<file path="src/rtl/rapid_pkg.sv">
// Shared decode types for the rapid core: execute control bundle, decode output
// record and RV32I/RV64I major-opcode constants.
package rapid_pkg;

  localparam int XLEN_MAX = 64;

  localparam logic [6:0] lui_family     = 7'b0110111;
  localparam logic [6:0] auipc_family   = 7'b0010111;
  localparam logic [6:0] jal_family     = 7'b1101111;
  localparam logic [6:0] jalr_family    = 7'b1100111;
  localparam logic [6:0] branch_family  = 7'b1100011;
  localparam logic [6:0] load_family    = 7'b0000011;
  localparam logic [6:0] store_family   = 7'b0100011;
  localparam logic [6:0] alu_imm_family = 7'b0010011;
  localparam logic [6:0] alu_reg_family = 7'b0110011;
  localparam logic [6:0] fence_family   = 7'b0001111;

  localparam logic [6:0] funct7_base = 7'b0000000;
  localparam logic [6:0] funct7_alt  = 7'b0100000;
  localparam logic [6:0] funct7_m    = 7'b0000001;

  typedef struct packed {
    logic [31:0] debug_instruction;
    logic [2:0]  fcs_opcode;
    logic        iop;
    logic [4:0]  rd;
    logic [4:0]  rs1;
    logic [4:0]  rs2;
    logic        rs1_out;
    logic        rs2_out;
    logic        alu_reg;
    logic        alu_imm;
    logic        load;
    logic        store;
    logic        cond_branch;
    logic        uncond_branch;
    logic        load_upper_imm;
    logic        muldiv;
  } control_ex_s;

  // imm and pc are held at the widest XLEN; narrower stages use the low bits.
  typedef struct packed {
    control_ex_s          ctrl;
    logic [XLEN_MAX-1:0]  imm;
    logic [XLEN_MAX-1:0]  pc;
    logic                 illegal;
  } decode_out_s;

  function automatic control_ex_s control_ex_s_default();
    control_ex_s c;
    c = '0;
    return c;
  endfunction

endpackage

</file>
<file path="src/rtl/decode_core.sv">
// Combinational RV32I/RV64I decoder: instruction word and PC to a decode record,
// including immediate generation and illegal-instruction detection.
module decode_core
  import rapid_pkg::*;
#(
  parameter int XLEN = 32,
  parameter bit EN_M = 1'b0
) (
  input  logic [31:0]     instruction,
  input  logic [XLEN-1:0] pc,
  output decode_out_s     dec
);

  logic [6:0]  opcode;
  logic [2:0]  funct3;
  logic [6:0]  funct7;
  logic [63:0] imm_i, imm_s, imm_b, imm_u, imm_j;
  logic [6:0]  shift_hi;
  logic        shift_arith, shift_ok, load_ok, store_ok;
  control_ex_s base, ctrl;
  logic        illegal;
  logic [63:0] imm;

  assign opcode = instruction[6:0];
  assign funct3 = instruction[14:12];
  assign funct7 = instruction[31:25];

  assign imm_i = {{52{instruction[31]}}, instruction[31:20]};
  assign imm_s = {{52{instruction[31]}}, instruction[31:25], instruction[11:7]};
  assign imm_b = {{51{instruction[31]}}, instruction[31], instruction[7],
                  instruction[30:25], instruction[11:8], 1'b0};
  assign imm_u = {{32{instruction[31]}}, instruction[31:12], 12'h000};
  assign imm_j = {{43{instruction[31]}}, instruction[31], instruction[19:12],
                  instruction[20], instruction[30:21], 1'b0};

  // RV64 widens shamt to 6 bits, so only [31:26] remain as the shift-type field.
  assign shift_hi    = (XLEN == 64) ? {1'b0, instruction[31:26]} : instruction[31:25];
  assign shift_arith = (XLEN == 64) ? (shift_hi == 7'b0010000) : (shift_hi == 7'b0100000);
  assign shift_ok    = (shift_hi == 7'b0000000) || (shift_arith && (funct3 == 3'b101));
  assign load_ok     = (funct3 == 3'd7) ? 1'b0 :
                       ((funct3 == 3'd3) || (funct3 == 3'd6)) ? (XLEN == 64) : 1'b1;
  assign store_ok    = (funct3 <= 3'd2) || ((funct3 == 3'd3) && (XLEN == 64));

  always_comb begin
    base                   = control_ex_s_default();
    base.debug_instruction = instruction;
    base.fcs_opcode        = funct3;
    ctrl                   = base;
    illegal                = 1'b0;
    imm                    = 64'd0;
    if (instruction[1:0] != 2'b11) begin
      illegal = 1'b1;
    end else begin
      case (opcode)
        lui_family, auipc_family: begin
          ctrl.load_upper_imm = 1'b1;
          ctrl.iop            = (opcode == auipc_family);
          ctrl.rd             = instruction[11:7];
          imm                 = imm_u;
        end
        jal_family: begin
          ctrl.uncond_branch = 1'b1;
          ctrl.rd            = instruction[11:7];
          imm                = imm_j;
        end
        jalr_family: begin
          ctrl.uncond_branch = 1'b1;
          ctrl.iop           = 1'b1;
          ctrl.rd            = instruction[11:7];
          ctrl.rs1           = instruction[19:15];
          ctrl.rs1_out       = 1'b1;
          imm                = imm_i;
          illegal            = (funct3 != 3'b000);
        end
        branch_family: begin
          ctrl.cond_branch = 1'b1;
          ctrl.rs1         = instruction[19:15];
          ctrl.rs2         = instruction[24:20];
          ctrl.rs1_out     = 1'b1;
          ctrl.rs2_out     = 1'b1;
          imm              = imm_b;
          illegal          = (funct3 == 3'd2) || (funct3 == 3'd3);
        end
        load_family: begin
          ctrl.load    = 1'b1;
          ctrl.rd      = instruction[11:7];
          ctrl.rs1     = instruction[19:15];
          ctrl.rs1_out = 1'b1;
          imm          = imm_i;
          illegal      = !load_ok;
        end
        store_family: begin
          ctrl.store   = 1'b1;
          ctrl.rs1     = instruction[19:15];
          ctrl.rs2     = instruction[24:20];
          ctrl.rs1_out = 1'b1;
          ctrl.rs2_out = 1'b1;
          imm          = imm_s;
          illegal      = !store_ok;
        end
        alu_imm_family: begin
          ctrl.alu_imm = 1'b1;
          ctrl.rd      = instruction[11:7];
          ctrl.rs1     = instruction[19:15];
          ctrl.rs1_out = 1'b1;
          imm          = imm_i;
          if ((funct3 == 3'b001) || (funct3 == 3'b101)) begin
            ctrl.iop = shift_arith && (funct3 == 3'b101);
            illegal  = !shift_ok;
          end else begin
            ctrl.iop = 1'b0;
          end
        end
        alu_reg_family: begin
          ctrl.alu_reg = 1'b1;
          ctrl.rd      = instruction[11:7];
          ctrl.rs1     = instruction[19:15];
          ctrl.rs2     = instruction[24:20];
          ctrl.rs1_out = 1'b1;
          ctrl.rs2_out = 1'b1;
          if (funct7 == funct7_m) begin
            ctrl.muldiv = EN_M;
            illegal     = !EN_M;
          end else if ((funct7 == funct7_base) ||
                       ((funct7 == funct7_alt) && ((funct3 == 3'b000) || (funct3 == 3'b101)))) begin
            ctrl.iop = funct7[5];
          end else begin
            illegal = 1'b1;
          end
        end
        fence_family: begin
          illegal = 1'b0;
        end
        default: begin
          illegal = 1'b1;
        end
      endcase
    end
  end

  // Illegal words keep only the debug word and funct3; every block flag stays clear.
  assign dec.ctrl    = illegal ? base : ctrl;
  assign dec.imm     = illegal ? 64'd0 : imm;
  assign dec.pc      = 64'(pc);
  assign dec.illegal = illegal;

endmodule

</file>
<file path="src/rtl/decode_stage.sv">
// Decode pipeline stage: decodes each accepted fetch word and queues the result
// in a DEPTH-entry circular buffer that feeds execute through valid/ready.
module decode_stage
  import rapid_pkg::*;
#(
  parameter int XLEN  = 32,
  parameter int DEPTH = 2,
  parameter bit EN_M  = 1'b0
) (
  input  logic              i_clk,
  input  logic              i_rst,
  input  logic              i_flush,
  input  logic              i_valid,
  input  logic [31:0]       i_instruction,
  input  logic [XLEN-1:0]   i_pc,
  output logic              o_ready,
  output logic              o_valid,
  input  logic              i_ready,
  output control_ex_s       o_control_signal,
  output logic [XLEN-1:0]   o_imm,
  output logic [XLEN-1:0]   o_pc,
  output logic              o_illegal
);

  localparam int PW = (DEPTH > 1) ? $clog2(DEPTH) : 1;
  localparam int CW = $clog2(DEPTH + 1);

  decode_out_s          dec;
  decode_out_s          entries [DEPTH];
  logic [PW-1:0]        head, tail;
  logic [CW-1:0]        count;
  logic                 push, pop;

  function automatic logic [PW-1:0] next_ptr(input logic [PW-1:0] p);
    return (p == PW'(DEPTH - 1)) ? '0 : p + 1'b1;
  endfunction

  decode_core #(.XLEN(XLEN), .EN_M(EN_M)) u_core (
    .instruction (i_instruction),
    .pc          (i_pc),
    .dec         (dec)
  );

  // Ready comes from the registered count only, so a full buffer never passes through.
  assign o_ready = (count != CW'(DEPTH));
  assign o_valid = (count != CW'(0));
  assign push    = i_valid && o_ready && !i_flush;
  assign pop     = o_valid && i_ready;

  // Buffer storage, pointers and occupancy; flush overrides any push or pop.
  always_ff @(posedge i_clk or posedge i_rst) begin
    if (i_rst) begin
      count <= '0;
      head  <= '0;
      tail  <= '0;
      for (int i = 0; i < DEPTH; i++) begin
        entries[i] <= '{ctrl: control_ex_s_default(), imm: '0, pc: '0, illegal: 1'b0};
      end
    end else if (i_flush) begin
      count <= '0;
      head  <= '0;
      tail  <= '0;
    end else begin
      if (push) begin
        entries[tail] <= dec;
        tail          <= next_ptr(tail);
      end
      if (pop) begin
        head <= next_ptr(head);
      end
      if (push && !pop) begin
        count <= count + 1'b1;
      end else if (pop && !push) begin
        count <= count - 1'b1;
      end
    end
  end

  assign o_control_signal = entries[head].ctrl;
  assign o_imm            = entries[head].imm[XLEN-1:0];
  assign o_pc             = entries[head].pc[XLEN-1:0];
  assign o_illegal        = entries[head].illegal;

endmodule

</file>
<file path="config.mk">
export PLATFORM = sky130hd
export DESIGN_NAME = decode_stage
export DESIGN_NICKNAME = d
export VERILOG_FILES = /design/src/rtl/rapid_pkg.sv /design/src/rtl/decode_core.sv /design/src/rtl/decode_stage.sv
export SDC_FILE = /design/constraint.sdc
export NUM_CORES = 1
export LEC_CHECK = 0
export ABC_CLOCK_PERIOD_IN_PS = 8800
export CORE_MARGIN = 5
export CORE_UTILIZATION = 50
export DETAILED_ROUTE_END_ITERATION = 8
export PLACE_DENSITY = 0.78
export SYNTH_ARGS = -nofsm -noshare
export SYNTH_HDL_FRONTEND = slang
export SYNTH_HIERARCHICAL = 1
export SYNTH_SLANG_ARGS = --single-unit
</file>
<file path="constraint.sdc">
create_clock -name i_clk -period 8.8 [get_ports i_clk]
set_clock_uncertainty 0.2 [all_clocks]
set_input_delay 1.76 -clock i_clk [delete_from_list [all_inputs] [get_ports i_clk]]
set_output_delay 1.76 -clock i_clk [all_outputs]
set_load 0.01 [all_outputs]
</file>
==> reports/results.ini, run 1 <==
[worst_setup_path]
cp_slowest_cell = dfrtp_4
critPathRequiredTime_ps = 6840
cp.depth = 3
worst-path-buf-inv = 2
r2r-end = entries[73]$_DFFE_PP0P_
crit_fanout = 70
r2r_start = count[0]$_DFFE_PP0P_
critPathKind = reg -> out
cp_top_family = buffers and inverters
max_stage_delay_ps = 1070
start_kind = flop
endpoint_kind = primary output
r2r_slack_ps = 5760
r2r_cells = 6
path_cells = buf_4 -> mux2_2 -> clkdlybuf4s50_1
cp.arrival_ps = 3390

[drt]
postRouteWirelength_mm = 29.5
drc = 0
route.detailed.wl_per_inst_um = 20.7
drt-vias-per-instance = 5.59
vias = 7943
first_iter_violations = 568
first_pass_iters = 4
ant_nets = 0

[yosys]
synth_nets = 1030
synth_area_per_cell_sq_um = 13.2
synth_area_sq_um = 12700
netlist_instances = 961
yosys_warnings = 6

[sta]
whs_ps = 279
worst_slew_pin_slew_ps = 997
fin_crit_sh = 0.608
worst_slack_ps = 3450
maxSlewViolCount = 0
finalSetupViolations = 0
timing.fmax_mhz = 187
rsz0062_at_grt = false
timing.final.crit_period_ps = 5350
hold_viol = 0
relSlewSlack = 0.335
timing.setup.tns_ps = 0

[cells_and_area]
drive_above_1_share = 0.379
final_nets = 1139
n_antenna_cell = 0
final_core_util = 0.611
synthToLayoutAreaGrowth_pct = 20.8

[clocking]
clkSinkCount = 256
cts_setup_buffers = 0
post_cts_resized = 0
clock_latency_ps = 530
clkSlewWorstSetupHoldPaths_ps = 60
cts.htree.levels = 1
cts_hold_buffers = 0
cts_max_path_buffers = 3
numCtsBuffers = 28
cts_tree = yes
root_buffer = clkbuf_16

[min_path]
min_path_cells = 1
hold_path_class = reg -> reg
hp-start = entries[375]$_DFFE_PP0P_
hold_path_end = entries[375]$_DFFE_PP0P_

[global_route]
grt_pass1_wl_mm = 47.0
globalRouteOverflowTotal = 0
antenna_found_initial = 0
grt_max_degree = 159
track_usage = 0.203
grt_pass1_vias = 8432

[placement]
placement.setup.worst_slack_ps = 3880
gp_congestion = 0.906
io_buffers = 196
dp.final_hpwl_mm = 19.4

[floorplanning]
die_area_sq_um = 28700
start_util = 0.506
die_h_um = 169
fp-row-count = 58
fp.dieW_um = 169
io_pins = 197
core_area_sq_um = 25100

[power_and_ir_drop]
p_leak_nw = 6.62
p_per_area_nw_per_um2 = 215
max-vdd-ir-drop_v = 0.000140
power_mw = 3.29

[outcome]
status = completed

[flow_run]
cap_violations = 0

-- placed cells by master, fill, tap and decap left out, types with 7 or more instances in the layout --
master           count
o21ai_0              7
nand2_1             25
mux2_1              40
clkinv_2             7
clkbuf_16           29
nor2_1               9
clkdlybuf4s50_1    196
mux2_2             338
buf_4               11
nor3_1              50
a21oi_1             31
dfrtp_1            255
-- metrics by stage --
| stage | area (sq um) | instances |
|---|---|---|
| after detailed placement | 14300 | 1369 |
| after global routing | 15300 | 1421 |
| after CTS | 15300 | 1420 |
| final | 15300 | 1421 |
| after global placement | 14300 | 1369 |
| after floorplan | 12700 | 961 |
-- how the worst max path moves through the flow --
stage                           from                  endpoint  slack [ps]
floorplan                      i_rst      count[0]$_DFFE_PP0P_        3470
finish              head$_DFFE_PP0P_       o_control_signal[7]        3450
global placement    i_instruction[5]  entries[330]$_DFFE_PP0P_        3920
CTS                 head$_DFFE_PP0P_       o_control_signal[7]        3370
detailed placement  i_instruction[5]  entries[330]$_DFFE_PP0P_        3880
global route        head$_DFFE_PP0P_       o_control_signal[7]        3270
-- sequential cells by signal, indices dropped and copies added, names as in the netlist --
signal	cells
tail	1
entries	252
head	1
count	2
-- per-layer routing --
layer | global-route usage | vias to the layer above | wire (um)
li1 | - | 3606 | -
met1 | 0.284 | 4030 | 13000
met2 | 0.320 | 254 | 13700
met3 | 0.0454 | 53 | 2010
met4 | 0.0606 | 0 | 779
met5 | 0 | - | 0
-- power breakdown --
group	internal (mW)	switching, mW	total (mW)
logic	0.374	0.242	0.616
clock network	0.788	0.468	1.26
registers	1.34	0.0842	1.42
-- cell type report --
cell class              instances  area, sq um
clock buffers                  39          813
clock inverters                12          185
fillers                      2029         9760
inverters                       7         30.0
multi-input cells             568         5430
flip-flops and latches        256         6410
well taps                     330          413
repair buffers                209         2070
(Power assumes the default switching activity.)
==> run 2, diff against run 1 <==
Settings changed: ABC_CLOCK_PERIOD_IN_PS 8800 to 4800.
Clock period 8.8 ns to 4.8 ns, I/O delays scaled along.
==> reports/results.ini, run 2 (synthesis results as in run 1) <==
[outcome]
status = completed  ; unchanged

[placement]
io_buffers = 196  ; unchanged
placement.setup.worst_slack_ps = 797  ; was 3880 ps
gp_congestion = 0.916  ; was 0.906
dp.final_hpwl_mm = 19.9  ; was 19.4 mm
placed_area_sq_um = 14500  ; was 14300 sq um

[sta]
worst_slack_ps = 990  ; was 3450 ps
hold_viol = 0  ; unchanged
maxSlewViolCount = 0  ; unchanged
timing.fmax_mhz = 262
timing.final.crit_period_ps = 3810
timing.setup.tns_ps = 0  ; unchanged
relSlewSlack = 0.478  ; was 0.335
rsz0062_at_grt = false  ; unchanged
finalSetupViolations = 0  ; unchanged
fin_crit_sh = 0.794
worst_slew_pin_slew_ps = 781  ; was 997 ps

[clocking]
cts_hold_buffers = 0  ; unchanged
cts_tree = yes  ; unchanged
clock_latency_ps = 530  ; about the same
cts_max_path_buffers = 3  ; unchanged
numCtsBuffers = 28  ; unchanged
clkSinkCount = 256  ; unchanged
root_buffer = clkbuf_16  ; unchanged
cts.htree.levels = 1  ; unchanged
clkSlewWorstSetupHoldPaths_ps = 60  ; about the same
post_cts_resized = 0  ; unchanged
cts_setup_buffers = 0  ; unchanged

[cells_and_area]
max_flop_register = entries  ; unchanged
seqCellArea_sq_um = 6410  ; unchanged
synthToLayoutAreaGrowth_pct = 22.1  ; was 20.8%
final_core_util = 0.617  ; was 0.611
n_antenna_cell = 0  ; unchanged
final_cell_mix = mux2_2 (338), dfrtp_1 (255), clkdlybuf4s50_1 (196), nor3_1 (50), mux2_1 (40)  ; unchanged
largest_register_ffs = 252  ; unchanged
final_area_sq_um = 15500  ; was 15300 sq um
largestRegisters = entries (252), count (2)  ; unchanged
drive_above_1_share = 0.390  ; was 0.379
multiInputGateArea_sq_um = 5430  ; unchanged
final_nets = 1153  ; was 1139
final.fill_count = 1983  ; was 2029
layout_commonest_cell = mux2_2  ; unchanged

[floorplanning]
die_h_um = 169  ; unchanged
fp.dieW_um = 169  ; unchanged
fp-row-count = 58  ; unchanged
core_area_sq_um = 25100  ; unchanged
die_area_sq_um = 28700  ; unchanged
io_pins = 197  ; unchanged
start_util = 0.506  ; unchanged

[global_route]
globalRouteOverflowTotal = 0  ; unchanged
antenna_found_initial = 0  ; unchanged
grt_pass1_vias = 8465  ; was 8432
grt_max_degree = 113  ; was 159
grt_pass1_wl_mm = 46.8  ; was 47.0 mm
grt_util_met1 = 0.279  ; was 0.284
track_usage = 0.202  ; was 0.203
grt.met3_usage = 0.0482  ; was 0.0454
grt_use_met2 = 0.329  ; was 0.320
top_usage_layer = met2  ; unchanged

[min_path]
min_path_cells = 1  ; unchanged
hold_path_class = reg -> reg  ; unchanged
hp-start = entries[372]$_DFFE_PP0P_  ; was entries[375]$_DFFE_PP0P_
hold_path_end = entries[372]$_DFFE_PP0P_  ; was entries[375]$_DFFE_PP0P_

[worst_setup_path]
crit_fanout = 32  ; was 70
start_kind = flop  ; unchanged
r2r_cells = 5  ; was 6
cp_slowest_cell = dfrtp_4  ; unchanged
critPathKind = reg -> out  ; unchanged
path_cells = buf_4 -> mux2_2 -> clkdlybuf4s50_1  ; unchanged
r2r-end = entries[78]$_DFFE_PP0P_  ; was entries[73]$_DFFE_PP0P_
endpoint_kind = primary output  ; unchanged
critPathRequiredTime_ps = 3640  ; was 6840 ps
max_stage_delay_ps = 730  ; was 1070 ps
r2r_start = count[0]$_DFFE_PP0P_  ; unchanged
r2r_slack_ps = 2520  ; was 5760 ps
cp.arrival_ps = 2650  ; was 3390 ps

[drt]
drt-vias-per-instance = 5.57  ; was 5.59
ant_nets = 0  ; unchanged
first_pass_iters = 5  ; was 4
vias = 8005  ; was 7943
first_iter_violations = 489  ; was 568
route.detailed.wl_per_inst_um = 20.3  ; was 20.7 um
drc = 0  ; unchanged
postRouteWirelength_mm = 29.2  ; was 29.5 mm

[power_and_ir_drop]
p_per_area_nw_per_um2 = 386  ; was 215 nW/um^2
power_switching_mw = 1.47  ; was 0.794 mW
power_mw = 5.99  ; was 3.29 mW
clock_power_share = 0.374  ; was 0.381
combPwrFrac = 0.192  ; was 0.187
p_leak_nw = 6.70  ; was 6.62 nW
max-vdd-ir-drop_v = 0.000328  ; was 0.000140 V
switching_share = 0.245  ; was 0.241
p_int_mw = 4.52  ; was 2.50 mW
seqPwrFrac = 0.434  ; was 0.432

[flow_run]
cap_violations = 0  ; unchanged

-- run 2: cell count changes in the layout (fill, tap and decap cells not counted), sizes merged --
cell	delta
clkbuf	-6
clkinv	+4
inv	+1
buf	+15
clkinvlp	+2
bufinv	-1
-- run 2: worst max path at each step --
stage | startpoint | to
after floorplan | i_rst | count[0]$_DFFE_PP0P_
after global placement | i_instruction[6] | entries[330]$_DFFE_PP0P_
after detailed placement | i_instruction[14] | entries[340]$_DFFE_PP0P_
after CTS | head$_DFFE_PP0P_ | o_control_signal[6]
after global routing | head$_DFFE_PP0P_ | o_control_signal[6]
final | head$_DFFE_PP0P_ | o_control_signal[6]
-- run 2: cell type report --
class	count	share of cell area
Clock buffer	34	0.0500
Clock inverter	18	0.0133
Inverter	7	0.00194
Multi-Input combinational cell	568	0.350
Sequential cell	256	0.414
Tap cell	330	0.0266
Timing Repair Buffer	223	0.145
-- run 2: power groups by stage --
stage,Combinational [mW],Clock (mW),Sequential [mW]
after global placement,1.15,0,2.62
after CTS,1.17,2.29,2.60
after global routing,1.24,2.39,2.64
after floorplan,0.733,0,2.58
final,1.15,2.24,2.60
after detailed placement,1.16,0,2.63
-- run 2: metal layers --
metal / share of wire / vias to the layer above
li1: - / 3644
met1: 0.43 / 4075
met2: 0.48 / 243
met3: 0.070 / 43
met4: 0.018 / 0
met5: 0 / -
-- run 2: stage by stage --
stage                     hold WS [ps]  instances
after CTS                          286       1436
final                              283       1436
after global routing               296       1436
after global placement             263       1384
after floorplan                    254        961
after detailed placement           272       1384
-- run 2: critical path, delay by kind of cell (launching register included) --
| kind | cells | cell delay [ps] |
|---|---|---|
| buffers and inverters | 2 | 930 |
| multiplexers | 1 | 430 |
| flip-flops | 1 | 730 |
